File: src/rtl/spi_target_burst.sv
// SPI mode-0 register-access target with burst auto-increment, fully synchronous to clock.
// spi_clk, cs_n and mosi are oversampled; edges come from the last two synchronizer stages.
module spi_target_burst #(
   parameter int ADDR_W      = 6,
   parameter int DATA_W      = 8,
   parameter int SYNC_STAGES = 2,
   parameter int RD_LAT      = 1
) (
   input  logic              clock,
   input  logic              reset_n,
   input  logic              spi_clk,
   input  logic              cs_n,
   input  logic              mosi,
   output logic              miso,
   output logic [ADDR_W-1:0] address,
   output logic              write_en,
   output logic [DATA_W-1:0] wr_data,
   output logic              read_en,
   input  logic [DATA_W-1:0] rd_data,
   output logic              busy,
   output logic              frame_err,
   output logic [7:0]        err_count
);

   localparam int HDR_W = ADDR_W + 2;
   localparam int SH_W  = (HDR_W > DATA_W) ? HDR_W : DATA_W;
   localparam int CNT_W = $clog2(SH_W + 1);
   localparam logic [CNT_W-1:0] HDR_LAST  = CNT_W'(HDR_W - 1);
   localparam logic [CNT_W-1:0] DATA_LAST = CNT_W'(DATA_W - 1);
   localparam logic [1:0]       LAT_LAST  = 2'(RD_LAT);

   typedef enum logic [2:0] {
      WAIT_IDLE,
      IDLE,
      HEADER,
      WDATA,
      RFETCH,
      RDATA,
      ERROR
   } state_t;

   logic [SYNC_STAGES-1:0] sclk_sync_reg;
   logic [SYNC_STAGES-1:0] cs_sync_reg;
   logic [SYNC_STAGES-1:0] mosi_sync_reg;

   state_t              state_reg;
   logic [CNT_W-1:0]    bit_cnt_reg;
   logic [1:0]          lat_cnt_reg;
   logic [SH_W-2:0]     shift_in_reg;
   logic [DATA_W-1:0]   shift_out_reg;
   logic                bit_seen_reg;
   logic                incr_pending_reg;
   logic                miso_reg;
   logic [ADDR_W-1:0]   address_reg;
   logic                write_en_reg;
   logic [DATA_W-1:0]   wr_data_reg;
   logic                read_en_reg;
   logic                busy_reg;
   logic                frame_err_reg;
   logic [7:0]          err_count_reg;

   logic                sclk_rise;
   logic                sclk_fall;
   logic                cs_rise;
   logic                cs_fall;
   logic                cs_high;
   logic                mosi_s;
   logic [HDR_W-1:0]    hdr_word;
   logic [DATA_W-1:0]   data_word;
   logic                hdr_ok;
   logic                partial;

   // cs_n synchronizer resets low so a pin held low through reset never looks like a fresh fall.
   always_ff @(posedge clock) begin
      if (!reset_n) begin
         sclk_sync_reg <= '0;
         cs_sync_reg   <= '0;
         mosi_sync_reg <= '0;
      end else begin
         sclk_sync_reg <= {sclk_sync_reg[SYNC_STAGES-2:0], spi_clk};
         cs_sync_reg   <= {cs_sync_reg[SYNC_STAGES-2:0], cs_n};
         mosi_sync_reg <= {mosi_sync_reg[SYNC_STAGES-2:0], mosi};
      end
   end

   assign sclk_rise = sclk_sync_reg[SYNC_STAGES-2] & ~sclk_sync_reg[SYNC_STAGES-1];
   assign sclk_fall = ~sclk_sync_reg[SYNC_STAGES-2] & sclk_sync_reg[SYNC_STAGES-1];
   assign cs_rise   = cs_sync_reg[SYNC_STAGES-2] & ~cs_sync_reg[SYNC_STAGES-1];
   assign cs_fall   = ~cs_sync_reg[SYNC_STAGES-2] & cs_sync_reg[SYNC_STAGES-1];
   assign cs_high   = cs_sync_reg[SYNC_STAGES-2] & cs_sync_reg[SYNC_STAGES-1];
   assign mosi_s    = mosi_sync_reg[SYNC_STAGES-1];

   assign hdr_word  = {shift_in_reg[HDR_W-2:0], mosi_s};
   assign data_word = {shift_in_reg[DATA_W-2:0], mosi_s};
   assign hdr_ok    = (hdr_word[HDR_W-2] == ^{hdr_word[HDR_W-1], hdr_word[ADDR_W-1:0]})
                      && (hdr_word != {HDR_W{1'b1}});
   assign partial   = (bit_cnt_reg != '0)
                      && (state_reg == HEADER || state_reg == WDATA || state_reg == RDATA);

   always_ff @(posedge clock) begin
      if (!reset_n) begin
         state_reg        <= WAIT_IDLE;
         bit_cnt_reg      <= '0;
         lat_cnt_reg      <= '0;
         shift_in_reg     <= '0;
         shift_out_reg    <= '0;
         bit_seen_reg     <= 1'b0;
         incr_pending_reg <= 1'b0;
         miso_reg         <= 1'b1;
         address_reg      <= '0;
         write_en_reg     <= 1'b0;
         wr_data_reg      <= '0;
         read_en_reg      <= 1'b0;
         busy_reg         <= 1'b0;
         frame_err_reg    <= 1'b0;
      end else begin
         write_en_reg  <= 1'b0;
         read_en_reg   <= 1'b0;
         frame_err_reg <= 1'b0;
         if (incr_pending_reg) begin
            address_reg      <= address_reg + ADDR_W'(1);
            incr_pending_reg <= 1'b0;
         end

         if (cs_rise && state_reg != WAIT_IDLE && state_reg != IDLE) begin
            if (partial)
               frame_err_reg <= 1'b1;
            state_reg   <= IDLE;
            busy_reg    <= 1'b0;
            miso_reg    <= 1'b1;
            bit_cnt_reg <= '0;
         end else begin
            case (state_reg)
               WAIT_IDLE: begin
                  if (cs_high)
                     state_reg <= IDLE;
               end
               IDLE: begin
                  miso_reg <= 1'b1;
                  if (cs_fall) begin
                     state_reg   <= HEADER;
                     bit_cnt_reg <= '0;
                     busy_reg    <= 1'b1;
                  end
               end
               HEADER: begin
                  if (sclk_rise) begin
                     shift_in_reg <= {shift_in_reg[SH_W-3:0], mosi_s};
                     if (bit_cnt_reg == HDR_LAST) begin
                        bit_cnt_reg <= '0;
                        if (!hdr_ok) begin
                           frame_err_reg <= 1'b1;
                           state_reg     <= ERROR;
                        end else begin
                           address_reg <= hdr_word[ADDR_W-1:0];
                           if (hdr_word[HDR_W-1]) begin
                              read_en_reg <= 1'b1;
                              lat_cnt_reg <= '0;
                              state_reg   <= RFETCH;
                           end else begin
                              state_reg <= WDATA;
                           end
                        end
                     end else begin
                        bit_cnt_reg <= bit_cnt_reg + CNT_W'(1);
                     end
                  end
               end
               WDATA: begin
                  if (sclk_rise) begin
                     shift_in_reg <= {shift_in_reg[SH_W-3:0], mosi_s};
                     if (bit_cnt_reg == DATA_LAST) begin
                        bit_cnt_reg      <= '0;
                        write_en_reg     <= 1'b1;
                        wr_data_reg      <= data_word;
                        incr_pending_reg <= 1'b1;
                     end else begin
                        bit_cnt_reg <= bit_cnt_reg + CNT_W'(1);
                     end
                  end
               end
               // rd_data is sampled RD_LAT clocks after the cycle read_en was high.
               RFETCH: begin
                  if (lat_cnt_reg == LAT_LAST) begin
                     shift_out_reg <= rd_data;
                     bit_seen_reg  <= 1'b0;
                     bit_cnt_reg   <= '0;
                     state_reg     <= RDATA;
                  end else begin
                     lat_cnt_reg <= lat_cnt_reg + 2'd1;
                  end
               end
               RDATA: begin
                  if (sclk_rise) begin
                     bit_seen_reg <= 1'b1;
                     if (bit_cnt_reg == DATA_LAST) begin
                        bit_cnt_reg <= '0;
                        address_reg <= address_reg + ADDR_W'(1);
                        read_en_reg <= 1'b1;
                        lat_cnt_reg <= '0;
                        state_reg   <= RFETCH;
                     end else begin
                        bit_cnt_reg <= bit_cnt_reg + CNT_W'(1);
                     end
                  end else if (sclk_fall) begin
                     // The first fall after a load presents the MSB; later falls advance one bit.
                     bit_seen_reg <= 1'b0;
                     if (bit_seen_reg) begin
                        miso_reg      <= shift_out_reg[DATA_W-2];
                        shift_out_reg <= {shift_out_reg[DATA_W-2:0], 1'b0};
                     end else begin
                        miso_reg <= shift_out_reg[DATA_W-1];
                     end
                  end
               end
               ERROR: begin
                  miso_reg <= 1'b1;
               end
               default: begin
                  state_reg <= WAIT_IDLE;
               end
            endcase
         end
      end
   end

   always_ff @(posedge clock) begin
      if (!reset_n)
         err_count_reg <= '0;
      else if (frame_err_reg && err_count_reg != 8'hFF)
         err_count_reg <= err_count_reg + 8'd1;
   end

   assign miso      = miso_reg;
   assign address   = address_reg;
   assign write_en  = write_en_reg;
   assign wr_data   = wr_data_reg;
   assign read_en   = read_en_reg;
   assign busy      = busy_reg;
   assign frame_err = frame_err_reg;
   assign err_count = err_count_reg;

endmodule

File: config.mk
export PLATFORM = sky130hd
export DESIGN_NAME = spi_target_burst
export DESIGN_NICKNAME = d
export VERILOG_FILES = /design/src/rtl/spi_target_burst.sv
export SDC_FILE = /design/constraint.sdc
export NUM_CORES = 1
export LEC_CHECK = 0
export CORE_MARGIN = 2
export CORE_UTILIZATION = 45
export CTS_CLUSTER_DIAMETER = 40
export DETAILED_ROUTE_END_ITERATION = 10
export PLACE_DENSITY = 0.65
export SLEW_MARGIN = 20
export SYNTH_ARGS = -nofsm -noshare
export SYNTH_HDL_FRONTEND = slang
export SYNTH_SLANG_ARGS = --single-unit
File: constraint.sdc
create_clock -name clock -period 2.6 [get_ports clock]
set_input_delay 0.39 -clock clock [delete_from_list [all_inputs] [get_ports clock]]
set_output_delay 0.39 -clock clock [all_outputs]
set_load 0.03 [all_outputs]
After elaboration in Yosys (flattened, before gate mapping)
Cells that the tools add are included.

word-level totals
  output and inout port bits = 27
  input bits = 13
  flip-flop bits (word level) = 58

cells by class
  reduce and logical (&&, ||, !) cells = 31
  equality and inequality tests = 35
  bitwise operators = 13
  $add $sub $neg = 4
  muxes and demuxes = 58

operators with widths
  kind                                                    number
  two-way mux 6 bit                                       7
  two-way mux 8 bit                                       4
  two-way mux 3 bit                                       9
  inequality test 2 bit (second input constant)           11
  two-way mux 1 bit                                       19
  one-hot mux 3 bit (6 select lines)                      1
  two-way mux 4 bit                                       4
  inequality test 8 bit (second input constant)           2
  one-hot mux 8 bit (2 select lines)                      1
  AND reduction 8 bit                                     2
  two-way mux 2 bit                                       7
  inequality test 3 bit (second input constant)           4
  one-hot mux 4 bit (3 select lines)                      1
  one-hot mux 6 bit (2 select lines)                      1
  AND reduction 4 bit                                     3
  == test 3 bit (second input constant)                   3
  inequality test 3 x 1 -> 1 bit (second input constant)  3
  AND reduction 9 bit                                     1
  nonzero test 3 bit                                      3
  adder 8 x 1 -> 8 bit (second input constant)            1
  inequality test 2 x 1 -> 1 bit (second input constant)  4
  NOT 1 bit                                               8
  OR reduction 2 bit                                      4
  XOR reduction 7 bit                                     1
  21 further kinds                                        37

Depth between registers and ports, before layout
  depth after elaboration = 8
  depth in mapped cells = 8
  mapped depth without buffers = 7

Worst setup path after synthesis
OpenSTA, ideal clock, no wires.

  kind = register -> register
  start = register shift_in_reg[1]
  end = register address_reg[4], in the netlist address[4]
  setup slack = 0.574 ns
  buffers on the path = 0
  data required time = 2.478 ns
  stages on the path, launching flop included = 7
  setup time = 0.122 ns
  data arrival time = 1.904 ns
  cells stage by stage = dfxtp_1 > ha_1 > xor3_1 > a21oi_2 > nor3b_2 > nand2_1 > a221o_1

between the ends
  cells in the longest elaborated chain, start to end = 8
  elaborated cells between the ends (all ways) = 9

RTL lines
  what                                    line  RTL
  start: declaration                      49    logic [SH_W-2:0] shift_in_reg;
  start signal: assignment                148   shift_in_reg <= {shift_in_reg[SH_W-3:0], mosi_s};
  start signal: assignment                171   shift_in_reg <= {shift_in_reg[SH_W-3:0], mosi_s};
  XOR reduction 7 bit                     95    assign hdr_ok = (hdr_word[HDR_W-2] == ^{hdr_word[HDR_W-1], hdr_word[ADDR_W-1:0]})
  == test 1 bit                           95
  logical AND 1 bit (*)                   96    && (hdr_word != {HDR_W{1'b1}});
  two-way mux 6 bit (*)                   151   if (!hdr_ok) begin
  two-way mux 6 bit (*)                   149   if (bit_cnt_reg == HDR_LAST) begin
  two-way mux 6 bit (*)                   147   if (sclk_rise) begin
  one-hot mux 6 bit (2 select lines) (*)  133   case (state_reg)
  two-way mux 6 bit (*)                   125   if (cs_rise && state_reg != WAIT_IDLE && state_reg != IDLE) begin
  end signal: assignment                  121   address_reg <= address_reg + ADDR_W'(1);
  end signal: assignment                  155   address_reg <= hdr_word[ADDR_W-1:0];
  end signal: assignment                  198   address_reg <= address_reg + ADDR_W'(1);
  end: declaration                        54    logic [ADDR_W-1:0] address_reg;

Mark *: on every way between the ends. The rest lies on a longest branch, timed or not.
A chain may end at the register's enable or synchronous reset.

Worst setup path after layout
Ends and elaborated chain as after synthesis.

==> impl_metrics.yaml <==
yosys:
  synth_mux_area_frac: 0.0792
  synth_edf_count: 0
  syn_inst: 351
  synth-seq-cells: 58
  synth-xor-area-share: 0.0535
  ys.flop_type: "dfxtp_1"
  synth_compound_area_frac: 0.158
  synthAdderAreaFrac: 0.0408
  synth.avg_cell_area_sq_um: 8.73
  syn-num-nets: 374
  synth_top_family_by_area: "simple AND/OR/NAND/NOR gates"
  synth_seq_area_share: 0.379
  async_reset_ff_frac: 0
  synthDistinctLibCells: 57
  netlist_area_sq_mm: 0.00306
  yosysWarnings: 0
  synth_simple_gate_area_frac: 0.254
power_and_ir_drop:
  vdd_drop_max_mv: 0.362
  p_per_area_mw_per_mm2: 530
  p_leak_nw: 1.46
die:
  fp-row-count: 30
  start_util: 0.459
  core_sq_mm: 0.00668
  die_w_um: 86.5
  dieArea_sq_mm: 0.00749
  io_pins: 40
  die_h_um: 86.5
worst_setup_path:
  required_ns: 2.83
  crit_path_top_delay_cell: "xor3_1"
  slowest_delay_ns: 0.48
  cp-end-kind: "flip-flop"
  path_class: "flip-flop to flip-flop"
  critPathMaxFanout: 6
  cp-start-kind: "flip-flop"
  arrival_ns: 2.48
  worstPathCellList: "ha_1, xor3_1, a21oi_2, nor3b_2, nand2_1, a221o_1"
cts:
  htreeDepth: 3
  cts_root_buffer: "clkbuf_8"
  hold_buffers: 0
  cts_tree: "yes"
  clkLatencyLatePin_ns: 0.34
  clock-sinks: 58
  cts_setup_buffers: 0
  cts.repair.resized: 0
  clock_path_buffers: 2
  clk_pin_slew_ns: 0.07
  cts_made_buffers: 9
timing:
  period_share: 0.868
  setup_slack_ns: 0.342
  fin_worst_skew_ns: 0.00898
  hold_viol_final: 0
  finalHoldWorstSlack_ns: 0.449
  rsz0062_at_grt: "no"
  maxSlewHeadroom: 0.610
  setup_viol: 0
  fin_tns_setup_ns: 0
  drv_slew: 0
  fin_crit_ns: 2.26
  fmax_mhz: 443
  tightest_slew_ns: 0.579
route:
  met2_wirelength_mm: 3.18
  vias: 2601
  ant_nets: 0
  wl_met1_mm: 3.16
  drt_iter0_drc: 172
  drc: 0
  via_per_inst: 5.46
  route.met3.wl_um: 281
  drt-pass1-iter-count: 4
  drt-total-wl_mm: 6.73
  routed.top_layer: "met4"
  routedWlPerCell_um: 14.1
hold_path:
  hold_class: "flip-flop to flip-flop"
cells_and_area:
  post-route-util: 0.569
  final_common_cell: "dfxtp_1"
  layout_common_cells: "dfxtp_1, nand2_1, clkdlybuf4s50_1"
  n_fill_cell: 657
  drive_above_1_share: 0.0783
  syn2layout_area_growth_pct: 24.1
  final_nets: 414
  antennaDiodeCount: 0
outcome:
  status: "finished clean"
placed_design:
  routabilityCongestion: 0.893
  hpwl_mm: 4.86
  io_buffers: 39
  place_worst_setup_slack_ns: 0.402
global_routing:
  grt.overflow.total: 0
  grt_pass1_vias: 2413
  grt_pass1_wl_mm: 11.2
  antenna_found_initial: 0
  grt_usage: 0.191
  grt_max_degree: 20
flow_run:
  maxCapViolCount: 0
==> routing by layer <==
layer | track usage | vias up
met5 | 0 | -
met4 | 0.0767 | 0
met3 | 0.0600 | 8
met2 | 0.301 | 63
met1 | 0.243 | 1209
li1 | - | 1321
==> cell families after synthesis <==
logic type,after synthesis
xor gates and xnor gates,17
and+or+nand+nor,146
DFF,58
adders and majority gates,10
AOI/OAI and AO/OA,69
muxes,24
buffers and inverters,27
==> synth_stat cells (all sizes together) (2+ instances only) <==
cell | count | area, sq um
nand2b | 8 | 50.1
o21ai | 15 | 75.1
or3 | 2 | 12.5
xnor2 | 9 | 78.8
nand3 | 15 | 75.1
o2111ai | 2 | 17.5
o221ai | 2 | 17.5
inv | 8 | 30.0
and4b | 2 | 20.0
ha | 10 | 125
nand4b | 2 | 17.5
a31oi | 2 | 12.5
nor3 | 4 | 20.0
nor3b | 2 | 20.0
nand2 | 39 | 146
o22ai | 2 | 12.5
a21oi | 15 | 78.8
mux2 | 2 | 22.5
and3 | 5 | 31.3
o211a | 8 | 80.1
nor2 | 18 | 67.6
a21boi | 4 | 30.0
mux2i | 22 | 220
o21a | 3 | 22.5
nand4 | 4 | 25.0
buf | 5 | 25.0
or2 | 3 | 18.8
dfxtp | 58 | 1160
o211ai | 3 | 22.5
a221o | 3 | 30.0
clkbuf | 14 | 53.8
nor2b | 21 | 131
and2 | 15 | 93.8
xor2 | 7 | 61.3
==> power breakdown <==
part	internal [mW]	switching [mW]	leakage (nW)
Combinational	0.0356	0.0312	0.867
Sequential	0.893	0.00532	0.468
Clock	0.690	0.361	0.123
==> cell type report <==
cell class / instances / area [sq um] / area share
tap: 80 / 100 / 0.0263
clock inverter: 4 / 97.6 / 0.0257
sequential: 58 / 1160 / 0.305
inverter: 8 / 30.0 / 0.00790
clock buffer: 12 / 155 / 0.0408
multi-input combinational: 266 / 1800 / 0.474
timing repair buffer: 48 / 458 / 0.120
==> worst paths after layout <==
kind	end	start	depth (start not counted)	slack (ns)
max	address[4]	shift_in_reg[1]	6	0.34
min	mosi_sync_reg[1]	mosi_sync_reg[0]	1	0.45
max reg2reg	address[4]	shift_in_reg[1]	6	0.34
min reg2reg	mosi_sync_reg[1]	mosi_sync_reg[0]	1	0.45
==> critical path: cells and delay by family (launching register included) <==
family | cells | cell delay, ns
AO/OA/AOI/OAI | 2 | 0.45
XOR/XNOR | 1 | 0.48
adder cells (fa/ha/maj) | 1 | 0.26
flip-flops | 1 | 0.42
AND/OR/NAND/NOR | 2 | 0.54
==> per-stage QoR <==
stage	instances	cell area, sq um	power (mW)
final	476	3800	2.02
after detailed placement	460	3550	0.985
after floorplan	351	3060	0.954
after global routing	476	3800	2.09
after CTS	476	3800	2.03
after global placement	460	3550	0.985
(Power assumes the default switching activity.)
